===== src/rtl/mem_port_arbiter.sv =====
// mem_port_arbiter: shares one single-port synchronous RAM between fetch, data and an
// optional host port (enabled by defining HOST_PORT_EN), fixed priority with a fetch starvation guard.
module mem_port_arbiter #(
  parameter int AW           = 6,
  parameter int STARVE_LIMIT = 4
) (
  input  logic          clk,
  input  logic          reset,
  input  logic          i_req,
  input  logic [31:0]   i_addr,
  output logic [31:0]   i_rdata,
  output logic          i_valid,
  input  logic          d_req,
  input  logic          d_we,
  input  logic [31:0]   d_addr,
  input  logic [31:0]   d_wdata,
  output logic [31:0]   d_rdata,
  output logic          d_valid,
`ifdef HOST_PORT_EN
  input  logic          h_req,
  input  logic          h_we,
  input  logic [31:0]   h_addr,
  input  logic [31:0]   h_wdata,
  output logic [31:0]   h_rdata,
  output logic          h_valid,
`endif
  output logic          mem_en,
  output logic          mem_we,
  output logic [AW-1:0] mem_addr,
  output logic [31:0]   mem_wdata,
  input  logic [31:0]   mem_rdata,
  output logic          stall,
  output logic          align_err
);

  localparam int CW = $clog2(STARVE_LIMIT + 1);

  typedef enum logic [1:0] {IDLE, ISSUE, RESP} state_t;
  typedef enum logic [1:0] {OWN_I, OWN_D, OWN_H} owner_t;

  state_t        state, state_next;
  owner_t        owner, grant;
  logic [CW-1:0] starve_cnt;
  logic          cur_we;
  logic [31:0]   i_rdata_q, d_rdata_q;

  logic          host_req, host_we;
  logic [31:0]   host_addr, host_wdata;

  logic          arb_point, i_elig, d_elig, h_elig, grant_any, starve_hit;
  logic          sel_we;
  logic [31:0]   sel_addr, sel_wdata;
  logic          unused_addr_bits;

`ifdef HOST_PORT_EN
  logic [31:0]   h_rdata_q;
  assign host_req   = h_req;
  assign host_we    = h_we;
  assign host_addr  = h_addr;
  assign host_wdata = h_wdata;
`else
  assign host_req   = 1'b0;
  assign host_we    = 1'b0;
  assign host_addr  = '0;
  assign host_wdata = '0;
`endif

  // A port finishing in this RESP cycle may not be re-granted until it sees its valid.
  assign arb_point  = (state == IDLE) || (state == RESP);
  assign i_elig     = i_req    && !((state == RESP) && (owner == OWN_I));
  assign d_elig     = d_req    && !((state == RESP) && (owner == OWN_D));
  assign h_elig     = host_req && !((state == RESP) && (owner == OWN_H));
  assign starve_hit = (starve_cnt == CW'(STARVE_LIMIT));
  assign grant_any  = arb_point && (i_elig || d_elig || h_elig);

  always_comb begin
    grant = OWN_I;
    if (i_elig && starve_hit) grant = OWN_I;
    else if (h_elig)          grant = OWN_H;
    else if (d_elig)          grant = OWN_D;
    else                      grant = OWN_I;
  end

  always_comb begin
    sel_we    = 1'b0;
    sel_addr  = i_addr;
    sel_wdata = '0;
    case (grant)
      OWN_D: begin
        sel_we    = d_we;
        sel_addr  = d_addr;
        sel_wdata = d_wdata;
      end
      OWN_H: begin
        sel_we    = host_we;
        sel_addr  = host_addr;
        sel_wdata = host_wdata;
      end
      default: begin
        sel_we    = 1'b0;
        sel_addr  = i_addr;
        sel_wdata = '0;
      end
    endcase
  end

  assign unused_addr_bits = ^sel_addr[31:AW+2];

  always_ff @(posedge clk) begin
    if (!reset) state <= IDLE;
    else        state <= state_next;
  end

  always_comb begin
    state_next = state;
    case (state)
      IDLE:    state_next = grant_any ? ISSUE : IDLE;
      ISSUE:   state_next = RESP;
      RESP:    state_next = grant_any ? ISSUE : IDLE;
      default: state_next = IDLE;
    endcase
  end

  // Valid is gated by reset so a pulse due in the reset cycle is dropped.
  always_comb begin
    i_valid = reset && (state == RESP) && (owner == OWN_I);
    d_valid = reset && (state == RESP) && (owner == OWN_D);
    stall   = (i_req && !i_valid) || (d_req && !d_valid);
  end

`ifdef HOST_PORT_EN
  assign h_valid = reset && (state == RESP) && (owner == OWN_H);
  assign h_rdata = (h_valid && !cur_we) ? mem_rdata : h_rdata_q;
`endif

  // Read data bypasses straight from the RAM during the valid cycle, then is held.
  assign i_rdata = (i_valid && !cur_we) ? mem_rdata : i_rdata_q;
  assign d_rdata = (d_valid && !cur_we) ? mem_rdata : d_rdata_q;

  always_ff @(posedge clk) begin
    if (!reset) begin
      mem_en     <= 1'b0;
      mem_we     <= 1'b0;
      mem_addr   <= '0;
      mem_wdata  <= '0;
      owner      <= OWN_I;
      cur_we     <= 1'b0;
      starve_cnt <= '0;
      align_err  <= 1'b0;
      i_rdata_q  <= '0;
      d_rdata_q  <= '0;
    end else begin
      mem_en <= grant_any;
      mem_we <= grant_any && sel_we;
      if (grant_any) begin
        mem_addr  <= sel_addr[AW+1:2];
        mem_wdata <= sel_wdata;
        owner     <= grant;
        cur_we    <= sel_we;
        if (sel_addr[1:0] != 2'b00) align_err <= 1'b1;
      end
      if (grant_any && (grant == OWN_I))
        starve_cnt <= '0;
      else if (arb_point && i_elig)
        starve_cnt <= starve_cnt + CW'(1);
      if (i_valid && !cur_we) i_rdata_q <= mem_rdata;
      if (d_valid && !cur_we) d_rdata_q <= mem_rdata;
    end
  end

`ifdef HOST_PORT_EN
  always_ff @(posedge clk) begin
    if (!reset)                  h_rdata_q <= '0;
    else if (h_valid && !cur_we) h_rdata_q <= mem_rdata;
  end
`endif

endmodule


===== config.mk =====
export PLATFORM = sky130hd
export DESIGN_NAME = mem_port_arbiter
export DESIGN_NICKNAME = d
export VERILOG_FILES = /design/src/rtl/mem_port_arbiter.sv
export SDC_FILE = /design/constraint.sdc
export NUM_CORES = 1
export LEC_CHECK = 0
export CORE_MARGIN = 2
export CORE_UTILIZATION = 38
export DETAILED_ROUTE_END_ITERATION = 16
export HOLD_SLACK_MARGIN = 0.15
export PLACE_DENSITY = 0.81
export SLEW_MARGIN = 40
export SYNTH_ARGS = -nofsm -noshare
export SYNTH_HDL_FRONTEND = slang
export SYNTH_SLANG_ARGS = --single-unit
export TNS_END_PERCENT = 100

===== constraint.sdc =====
create_clock -name clk -period 1.89 [get_ports clk]
set_clock_uncertainty 0.15 [all_clocks]
set_input_delay 0.378 -clock clk [delete_from_list [all_inputs] [get_ports clk]]
set_output_delay 0.378 -clock clk [all_outputs]
set_load 0.01 [all_outputs]

# ---- Word-level counts from Yosys, hierarchy flattened
# Cells that the tools add are included.
dict set report classes {
  addsub 1
  multipliers 0
  n_div 0
  n_lt_le_gt_ge 0
  eq_ne 6
  shifts 0
  muxes 9
  bitwise 1
  n_reduce_logical 31
}
# cell n
set ops {}
lappend ops {{32-bit 2-to-1 mux} 3}
lappend ops {{1-bit logical AND} 16}
lappend ops {{8-bit one-hot mux with 2 select lines} 1}
lappend ops {{2-bit by 1-bit equality test with 1-bit output, second input constant} 3}
lappend ops {{2-bit logical NOT} 3}
lappend ops {{1-bit logical NOT} 5}
lappend ops {{2-bit equality test, second input constant} 2}
lappend ops {{2-bit one-hot mux with 2 select lines} 1}
lappend ops {{2-bit OR reduction} 2}
lappend ops {{3-bit by 1-bit adder with 3-bit output, second input constant} 1}
lappend ops {{3-bit equality test, second input constant} 1}
lappend ops {{1-bit logical OR} 3}
lappend ops {{1-bit 2-to-1 mux} 3}
lappend ops {{2-bit 2-to-1 mux} 1}
lappend ops {{2-bit AND reduction} 1}
lappend ops {{2-bit nonzero test} 1}
lappend ops {{1-bit inverter} 1}
dict set report totals {
  reg_bits 113
  latch_bits 0
  mem_bits_rw 0
  rom_bits 0
  input_bits 133
  output_inout_bits 108
  elab_cells 59
  n_memories 0
}

# ---- Depth between registers and ports, before layout
dict set report depth {
  word_depth 10
  mapped_depth 7
  ltp_nobuf 6
}

# ---- Worst setup path before layout
# Ideal clock, no wire load.
dict set report synth_path {
  path_kind {register -> output}
  from {reg state[0]}
  to {out d_rdata[10]}
  t_arrival_ns 1.335
  setup_slack_ns 0.027
  path_stages_with_launch 5
  path_buffers 1
  cell_sequence {dfxtp_1 nand2b_4 nor3_4 buf_6 mux2_1}
}
dict set report synth_between {
  elab_chain_len 5
}
# item line_no
set synth_rtl {}
lappend synth_rtl {{from (decl)} 41} ;# state_t state, state_next;
lappend synth_rtl {{from (signal assigned)} 111} ;# else state <= state_next;
lappend synth_rtl {{2-bit equality test} 127} ;# d_valid = reset && (state == RESP) && (owner == OWN_D);
lappend synth_rtl {{1-bit logical AND (2 in a row)} 127}
lappend synth_rtl {{1-bit logical AND} 138} ;# assign d_rdata = (d_valid && !cur_we) ? mem_rdata : d_rdata_q;
lappend synth_rtl {{32-bit 2-to-1 mux} --}
lappend synth_rtl {{to (decl)} 17} ;# output logic [31:0] d_rdata,
# Every way passes these cells.

# ---- Worst setup path in the final report
dict set report layout_path {
  from {reg state[0]}
  to {out i_rdata[5]}
}
dict set report layout_between {
  elab_chain_len 5
}
# item line_no
set layout_rtl {}
lappend layout_rtl {{2-bit equality test} 126} ;# i_valid = reset && (state == RESP) && (owner == OWN_I);
lappend layout_rtl {{1-bit logical AND (2 in a row)} 126}
lappend layout_rtl {{1-bit logical AND} 137} ;# assign i_rdata = (i_valid && !cur_we) ? mem_rdata : i_rdata_q;
lappend layout_rtl {{32-bit 2-to-1 mux} --}
lappend layout_rtl {{to (decl)} 11} ;# output logic [31:0] i_rdata,
# Every way passes these cells.

==> impl_metrics.yaml <==
floorplan:
  die_x_um: 110
  dieArea_sq_mm: 0.0120
  rows: 38
  start_util_pct: 39.0
  ioPinCount: 241
  dieHeight_um: 110
  coreArea_sq_mm: 0.0108
cts:
  holdBufCountCts: 0
  cts_made_buffers: 9
  cts_htree_levels: 3
  cts_sinks: 112
  clock_path_buffers: 2
  clock_latency_ns: 0.37
  cts_root_buf: "clkbuf_8"
  cts_tree: "yes"
  clk_transition_reported_paths_ns: 0.10
cells_and_area:
  insertedDiodeCount: 0
  layout-drive-gt1-share_pct: 36.8
  nFillCells: 768
  nets_finish: 728
  layout.area.seq_sq_mm: 0.00225
  multi_input_comb_area_sq_mm: 0.00211
  post_layout_nonfiller_instances: 738
  area_growth_pct: 73.8
synthesis:
  post_synth_main_area_contributors: "dfxtp_1, mux2_1, and2_1"
  number_of_synthesized_flops_with_an_enable_pin: 0
  syn-num-nets: 494
  seq_area_frac_synth_pct: 53.0
  post_synth_inst_count: 359
  synth.ff_latch_count: 112
  synth_top_area_share_pct: 53.0
  asyncSetResetFlopFracSynth_pct: 0
  synthesis.area_sq_mm: 0.00423
  yosysWarningCount: 0
  synth_top_flop_cell: "dfxtp_1"
  syn_avg_cell_area_sq_um: 11.8
  netlist.top_cell.by_area: "dfxtp_1"
  synth.lib_cells_used.distinct: 35
critical_path:
  worst-endpoint-required_ns: 1.36
  cp_common_cell: "buf_6"
  start_kind: "flip-flop"
  cp_slowest_cell: "dfxtp_2"
  worst_ep_arrival_time_ns: 1.93
  critical_path.endpoint_type: "output pin"
  critical_path.startpoint: "state[0]"
  critical_path.max_fanout: 8
  worstPathCellList: "nand2b_4 > nor3_4 > buf_6 > buf_16 > buf_12 > mux2_4 > buf_6"
  regToRegStartpoint: "state[0]"
  critPathKind: "reg -> out"
  critPathBufInv: 4
  critical_path.max_stage_delay_ns: 0.33
  path_delay_family: "buffers and inverters"
worst_hold_path:
  hold_path_origin: "mem_wdata[16]"
  hold_class: "reg -> reg"
sta:
  hold_violations: 0
  maximum_achievable_frequency_mhz: 407
  worst-slew-pin-transition_ns: 0.536
  final.setup.worst_slack_ns: -0.569
  final-setup-viol-count: 66
  max_slew_margin_pct: 64.3
  min_period_ns: 2.46
  final.period_utilization_pct: 130
  rsz0062_at_grt: "true"
  final_slew_viol_count: 0
placed_design:
  finalWeightedCongestion: 0.800
  worst_setup_slack_post_dpl_ns: -0.564
  placed_cells_incl_taps: 692
  place_hpwl_um: 7830
  io_buffer_count: 192
pwr:
  power.static_leakage_nw: 3.11
  vdd.ir_drop.worst_mv: 0.401
  power.density_cell_area_mw_per_mm2: 653
grt:
  grt_start_max_net_pins: 67
  grt_pass1_vias: 3609
  track_usage_pct: 19.9
  grt_antenna_before_repair: 0
  global_route_wire_length_before_repair_um: 18100
  globalRoute.totalOverflow: 0
route:
  drc_errors: 0
  drt_first_pass_iters: 4
  route.detailed.wl_per_inst_um: 17.9
  route.vias.total: 3579
  drt_first_iter_violations: 83
  finalWirelength_um: 13200
  vias_per_cell: 4.85
  post_detailed_route_count_of_antenna_violating_nets: 0
status:
  violated_checks: "setup timing"
  result_of_the_run: "complete, but fails checks"
job:
  max_cap_violations: 0
==> cell usage in the layout (no fill, tap or decap), drive strengths merged, types with 2 or more instances in the layout <==
cell type,n
and2,67
clkbuf,19
nand2b,2
buf,111
xnor2,2
clkdlybuf4s50,124
ha,2
nor2b,2
a22o,33
a221o,7
mux2,64
nor3,10
dfxtp,112
a21oi,3
inv,10
nor2,11
clkinvlp,4
==> Yosys cell counts, types with 4 or more instances <==
| master | instances |
|---|---|
| dfxtp_1 | 112 |
| and2_1 | 67 |
| mux2_1 | 60 |
| a22o_1 | 33 |
| inv_1 | 10 |
| nor2_1 | 10 |
| nor3_1 | 8 |
| a221o_1 | 7 |
| clkbuf_1 | 7 |
| buf_2 | 6 |
| buf_6 | 6 |
| mux2_2 | 4 |
==> timing repair <==
action                                  CTS  global route
endpoints found under the setup margin   68            99
cloned                                    4             2
gates resized for setup                 349            85
buffers inserted                         20             7
pin swaps                                 3             3
hold endpoints to repair                  0             0
==> metal layers <==
layer / vias to the layer above / share of wire (%) / global-route usage [%]
li1: 1705 / - / -
met1: 1710 / 39 / 21.3
met2: 152 / 50 / 35.2
met3: 12 / 9.1 / 6.94
met4: 0 / 1.4 / 8.68
met5: - / 0 / 0
==> path summary, 6_finish.rpt <==
kind	endpoint	slack, ns	depth (start not counted)
min reg2reg	mem_wdata[16]	0.34	1
max	i_rdata[5]	-0.57	7
max reg2reg	d_rdata_q[27]	0.02	7
min	mem_wdata[16]	0.34	1
==> layout make-up <==
class / count / share of cell area, %
multi-input combinational: 216 / 28.6
clock buffer: 10 / 1.87
clock inverter: 6 / 0.936
tap: 140 / 2.38
inverter: 10 / 0.510
sequential: 112 / 30.6
timing repair buffer: 244 / 35.1
==> flip-flops by register name (all words and copies together), names as in the netlist <==
| register | flops |
|---|---|
| d_rdata_q | 32 |
| i_rdata_q | 32 |
| mem_wdata | 32 |
| mem_addr | 6 |
| starve_cnt | 3 |
| state | 2 |
| align_err | 1 |
| cur_we | 1 |
| mem_en | 1 |
| mem_we | 1 |
| owner | 1 |
==> report_power, final <==
group	internal, mW	switching [mW]
combinational	0.528	0.316
sequential	2.45	0.0504
clock	0.651	0.812
==> per-stage QoR <==
| step | cell area, sq um | total power [mW] | util, % | TNS [ns] | hold WS [ns] |
|---|---|---|---|---|---|
| finish | 7360 | 4.81 | 67.9 | -31.61 | 0.336 |
| global route | 7360 | 5.01 | 67.9 | -36.38 | 0.347 |
| CTS | 7140 | 4.82 | 65.8 | -33.18 | 0.336 |
| detailed placement | 6400 | 3.27 | 59.0 | -49.10 | 0.305 |
| global placement | 6400 | 3.26 | 59.0 | -47.30 | 0.305 |
| floorplan | 4230 | 2.81 | - | 0 | 0.314 |
==> logic make-up after synthesis <==
group                      after synthesis  share of synthesized area (%)
AOI/OAI and AO/OA                       49                           10.2
xor gates and xnor gates                 2                          0.414
adders and majority gates                2                          0.591
buffers and inverters                   31                           4.17
DFF                                    112                           53.0
muxes                                   65                           17.3
and+or+nand+nor                         98                           14.4
(Power assumes the default switching activity.)
